===== src/rtl/fifo_ptr_ctrl.sv =====
// Pointer and flag controller for a 2**ADDR_W-deep RAM FIFO: row addresses,
// qualified write/read enables, occupancy, full/empty/almost-full and sticky error flags.
module fifo_ptr_ctrl #(
  parameter int unsigned ADDR_W   = 5,
  parameter int unsigned AF_LEVEL = 28
) (
  input  logic              Clk,
  input  logic              Rst_n,
  input  logic              WrReq,
  input  logic              RdReq,
  input  logic              ClrErr,
  output logic [ADDR_W-1:0] WrAddr,
  output logic [ADDR_W-1:0] RdAddr,
  output logic              WrEn,
  output logic              RdEn,
  output logic              Full,
  output logic              Empty,
  output logic              AlmostFull,
  output logic [ADDR_W:0]   Count,
  output logic              Overflow,
  output logic              Underflow
);

  localparam logic [ADDR_W:0] AF_THR = (ADDR_W+1)'(AF_LEVEL);

  logic [ADDR_W:0] wr_ptr_q, wr_ptr_d;
  logic [ADDR_W:0] rd_ptr_q, rd_ptr_d;
  logic            ovf_q, ovf_d;
  logic            unf_q, unf_d;

  logic            full, empty;
  logic            wr_en, rd_en;
  logic [ADDR_W:0] count;

  // Flags are derived from the registered pointers; the extra MSB separates full from empty.
  always_comb begin
    empty = (wr_ptr_q == rd_ptr_q);
    full  = (wr_ptr_q[ADDR_W] != rd_ptr_q[ADDR_W]) &&
            (wr_ptr_q[ADDR_W-1:0] == rd_ptr_q[ADDR_W-1:0]);
    count = wr_ptr_q - rd_ptr_q;
    // Enables are forced low for the whole time reset is held, not just after the edge.
    wr_en = Rst_n & WrReq & ~full;
    rd_en = Rst_n & RdReq & ~empty;
  end

  always_comb begin
    wr_ptr_d = wr_ptr_q + {{ADDR_W{1'b0}}, wr_en};
    rd_ptr_d = rd_ptr_q + {{ADDR_W{1'b0}}, rd_en};
    ovf_d    = (WrReq & full)  | (ovf_q & ~ClrErr);
    unf_d    = (RdReq & empty) | (unf_q & ~ClrErr);
  end

  always_ff @(posedge Clk or negedge Rst_n) begin
    if (!Rst_n) begin
      wr_ptr_q <= '0;
      rd_ptr_q <= '0;
      ovf_q    <= 1'b0;
      unf_q    <= 1'b0;
    end else begin
      wr_ptr_q <= wr_ptr_d;
      rd_ptr_q <= rd_ptr_d;
      ovf_q    <= ovf_d;
      unf_q    <= unf_d;
    end
  end

  always_comb begin
    WrAddr     = wr_ptr_q[ADDR_W-1:0];
    RdAddr     = rd_ptr_q[ADDR_W-1:0];
    WrEn       = wr_en;
    RdEn       = rd_en;
    Full       = full;
    Empty      = empty;
    AlmostFull = (count >= AF_THR);
    Count      = count;
    Overflow   = ovf_q;
    Underflow  = unf_q;
  end

endmodule


===== config.mk =====
export PLATFORM = sky130hd
export DESIGN_NAME = fifo_ptr_ctrl
export DESIGN_NICKNAME = d
export VERILOG_FILES = /design/src/rtl/fifo_ptr_ctrl.sv
export SDC_FILE = /design/constraint.sdc
export NUM_CORES = 1
export LEC_CHECK = 0
export ABC_AREA = 1
export CAP_MARGIN = 20
export CORE_MARGIN = 8
export CORE_UTILIZATION = 48
export CTS_BUF_LIST = sky130_fd_sc_hd__clkbuf_8
export DETAILED_ROUTE_END_ITERATION = 6
export PLACE_DENSITY = 0.8
export SETUP_SLACK_MARGIN = 0.05
export SYNTH_ARGS = -nofsm -noshare
export SYNTH_HDL_FRONTEND = slang
export SYNTH_SLANG_ARGS = --single-unit

===== constraint.sdc =====
create_clock -name Clk -period 2 [get_ports Clk]
set_input_delay 0.5 -clock Clk [delete_from_list [all_inputs] [get_ports Clk]]
set_output_delay 0.5 -clock Clk [all_outputs]
set_load 0.01 [all_outputs]

==> results of run 1 <==
## cell usage after synthesis
master	instances	area, µm²
nand3_1	11	55.1
fa_1	1	20.0
o21ai_2	1	8.76
buf_4	10	75.1
nor2_2	1	6.26
o21ai_0	1	5.00
or2_2	1	6.26
nand2_2	1	6.26
a21oi_1	1	5.00
inv_1	19	71.3
or2_1	1	6.26
xor2_2	1	16.3
xnor2_1	1	8.76
dfrtp_1	14	350
nor3_1	2	10.0
nand3b_1	1	7.51
ha_1	9	113
inv_2	1	3.75
nand2_1	20	75.1
nor2_1	5	18.8
nand4_2	1	12.5
xor2_1	8	70.1
nor2_4	1	11.3
## stage by stage
stage	hold slack, ns	TNS (ns)	cells	setup WS, ns	util
after CTS	0.541	-1.28	195	-0.322	0.846
after detailed placement	0.532	-3.91	180	-0.451	0.727
after global placement	0.520	-2.77	180	-0.382	0.727
after floorplan	0.204	0	112	0.0283	-
## cells by family after synthesis
kind of cell	Yosys count	synth area share
compound gates	3	0.0195
xor+xnor	10	0.0988
fa+ha+maj	10	0.138
buf+inv	30	0.156
flops	14	0.364
simple gates	45	0.224
## what timing repair did
| action | in CTS |
|---|---|
| endpoints found under the setup margin | 21 |
| setup buffers | 11 |
| gates cloned | 0 |
| gates resized for setup | 73 |
| pin swaps | 18 |
==> results.cfg, run 1 <==
[status]
status = did not finish
failing_step = 5_1_grt
error_line = [ERROR DPL-0033] detailed placement checks failed during check placement.

[logic_synthesis]
syn_area_per_cell_um2 = 8.59
synth-seq-area-share = 0.364
synth_cells = 112
ys_ff_latch = 14
netlist_area_um2 = 962
yosys_warnings = 0
syn_nets = 127
ys_types = 23

[die]
fp.dieW_um = 60.8
start_util = 0.501
die_h_um = 60.8
rows = 16
io_pins = 28

[cts]
numCtsBuffers = 3
root_buffer = clkbuf_8
htreeDepth = 1
clk_path_buf_depth = 2
cts.sinks = 14
ctsHoldBuffers = 0

[timing]
grt-worst-endpoint = AlmostFull
worstEpCategory = top-level output

[place]
io_buffer_count = 27
hpwl_um = 2220
dpl_cell_area_mm2 = 0.00140
gp_congestion = 0.926

[grt]
grt_max_degree = 10
antenna_found_initial = 0
==> inputs of run 2 (changes only) <==
==> config.mk (replaced) <==
export PLATFORM = sky130hd
export DESIGN_NAME = fifo_ptr_ctrl
export DESIGN_NICKNAME = d
export VERILOG_FILES = /design/src/rtl/fifo_ptr_ctrl.sv
export SDC_FILE = /design/constraint.sdc
export NUM_CORES = 1
export LEC_CHECK = 0
export ABC_AREA = 1
export CAP_MARGIN = 20
export CORE_AREA = 8 8 69 71
export DETAILED_ROUTE_END_ITERATION = 6
export DIE_AREA = 0 0 77 79
export PLACE_DENSITY_LB_ADDON = 0.15
export SYNTH_ARGS = -nofsm -noshare
export SYNTH_HDL_FRONTEND = slang
export SYNTH_SLANG_ARGS = --single-unit
==> results.cfg, run 2 <==
[timing]
finalClockSkew_ns = 0.00128
rsz0062_at_grt = yes
tightest_slew_ns = 0.276
fin_ws_ns = -0.247
max_freq_mhz = 445
slew_violations = 0
min_period_ns = 2.25
final-hold-violation-count = 0
relSlewSlack = 0.816
final-setup-viol-count = 7
fin_hold_ws_ns = 0.526
finalCritPeriodShare = 1.12

[setup_path]
path_class = reg2out
max_stage_delay_ns = 0.40
worstPathBufferInverterCount = 3
crit_top_cell = nand2_2
critical_path.top_delay_family = adder cells
cp_slowest_cell = dfrtp_1
endpoint_kind = output port
critPathLaunchType = flop
path_max_fanout = 2
path_cells = ha_4 -> fa_2 -> inv_2 -> nand2_2 -> nand2_2 -> nand2_1 -> nand2_2 -> nand2_2 -> buf_4 -> buf_6
worstPathArrival_ns = 1.75
required_ns = 1.50

[route]
routedWlPerCell_um = 12.3
viasPerCell = 4.12
final_antenna_net_count = 0
drc = 0
wl_um = 2670
vias = 895
drtIter0Drc = 12
drtPass1Iterations = 2

[logic_synthesis]
syn_nets = 127
synth_commonest_cells = nand2_1 (20), inv_1 (19), dfrtp_1 (14), nand3_1 (11), buf_4 (10)
synth_edf_count = 0
syn_area_per_cell_um2 = 8.59
synth_ff_type = dfrtp_1
synth-seq-area-share = 0.364
synth_top_area_cell = dfrtp_1
yosys_warnings = 0
ys_top_cells_by_area = dfrtp_1 (36%), ha_1 (12%), buf_4 (7.8%)
synth_most_common_cell = nand2_1
netlist_area_um2 = 962
synth_cells = 112
netlist.area_leader.share = 0.364
ys_types = 23
ys_ff_latch = 14
async_reset_ff_frac = 1.00

[layout]
nets = 184
mostFrequentLayoutCells = buf_4 (33), clkdlybuf4s50_1 (16), dfrtp_1 (13)
fin_cells = 217
diodes = 0
final_common_cell = buf_4
final_cell_area_mm2 = 0.00179
area_growth_pct = 86.2
drive_gt1_frac = 0.605
reg_top3 = rd_ptr_q: 6 flops, wr_ptr_q: 6 flops

[grt]
grt_pass1_vias = 906
grt_use_total = 0.0877
grt_remaining_overflow = 0
antenna_found_initial = 0
grt_max_degree = 13
grt_pass1_wl_um = 4240

[worst_hold_path]
hp-class = reg2reg

[cts]
cts.clk_slew.worst_paths_ns = 0.06
clock_latency_ns = 0.25
cts.sinks = 14
htreeDepth = 1
root_buffer = clkbuf_8
numCtsBuffers = 3
clk_path_buf_depth = 2
cts_tree = built

[flow_run]
maxCapViolations = 0

[die]
start_util = 0.253
fp.dieW_um = 77
dieArea_mm2 = 0.00608
io_pins = 28
die_h_um = 79
rows = 23
core_mm2 = 0.00380

[status]
status = complete, but fails checks
failed_checks = setup timing

[place]
dpl_cell_area_mm2 = 0.00144
place_ws_ns = -0.441
io_buffer_count = 27
dp_cells = 206
hpwl_um = 2000
gp_congestion = 0.745
-- run 2: kinds of logic (layout without fill, tap and decap cells) --
kind of cell / Yosys count / count (layout) / synth area share
and+or+nand+nor: 45 / 45 / 0.224
buffers and inverters: 30 / 85 / 0.156
DFF: 14 / 14 / 0.364
adders and majority gates: 10 / 10 / 0.138
xor gates and xnor gates: 10 / 10 / 0.0988
AOI/OAI and AO/OA: 3 / 3 / 0.0195
-- run 2: area by class of cell --
| type | instances | area (µm²) |
|---|---|---|
| tap | 50 | 62.6 |
| inverter | 20 | 77.6 |
| timing repair buffer | 62 | 542 |
| clock buffer | 3 | 41.3 |
| multi-input combinational | 68 | 717 |
| fill | 363 | 2010 |
| sequential | 14 | 352 |
-- run 2: worst register-to-register path: cells and delay by family (launching register included) --
family                   cells  cell delay, ns
XOR/XNOR                     1            0.13
AND/OR/NAND/NOR              4            0.39
buffers and inverters        2            0.24
adder cells (fa/ha/maj)      3            0.65
flip-flops                   1            0.41
-- run 2: per-stage QoR --
| step | setup TNS [ns] | utilization |
|---|---|---|
| final | -0.917 | 0.472 |
| after global routing | -1.57 | 0.472 |
| after CTS | -1.30 | 0.422 |
| after detailed placement | -3.94 | 0.378 |
| after global placement | -3.86 | 0.378 |
| after floorplan | 0 | - |
-- run 2: timing repair --
item                                    4_1_cts  5_1_grt
pin swaps                                    12       20
hold buffers                                  0        0
endpoints found under the setup margin       20       18
setup buffers                                 6        2
gates resized for setup                      68       36
-- run 2: path summary, 6_finish.rpt --
check / startpoint / endpoint / slack, ns / depth (start not counted)
max in group asynchronous: Rst_n / wr_ptr_q[1] / 1.14 / 2
setup reg to reg: wr_ptr_q[2] / wr_ptr_q[4] / 0.10 / 10
hold / removal: Underflow / Underflow / 0.53 / 2
min in group asynchronous: Rst_n / Underflow / 0.62 / 2
hold reg to reg: Underflow / Underflow / 0.53 / 2
setup / recovery: rd_ptr_q[0] / Count[4] / -0.25 / 10
-- run 2: metal layers --
metal	vias up	track usage	wire length, µm
met3	6	0.0305	175
met1	416	0.0991	1060
met4	0	0.0453	46
met2	22	0.144	1380
met5	-	0	0
li1	451	-	-
Power of run 2 is left out: the tool's default activity adds up to more than one toggle a clock period on the data nets, which glitch-free logic cannot reach.
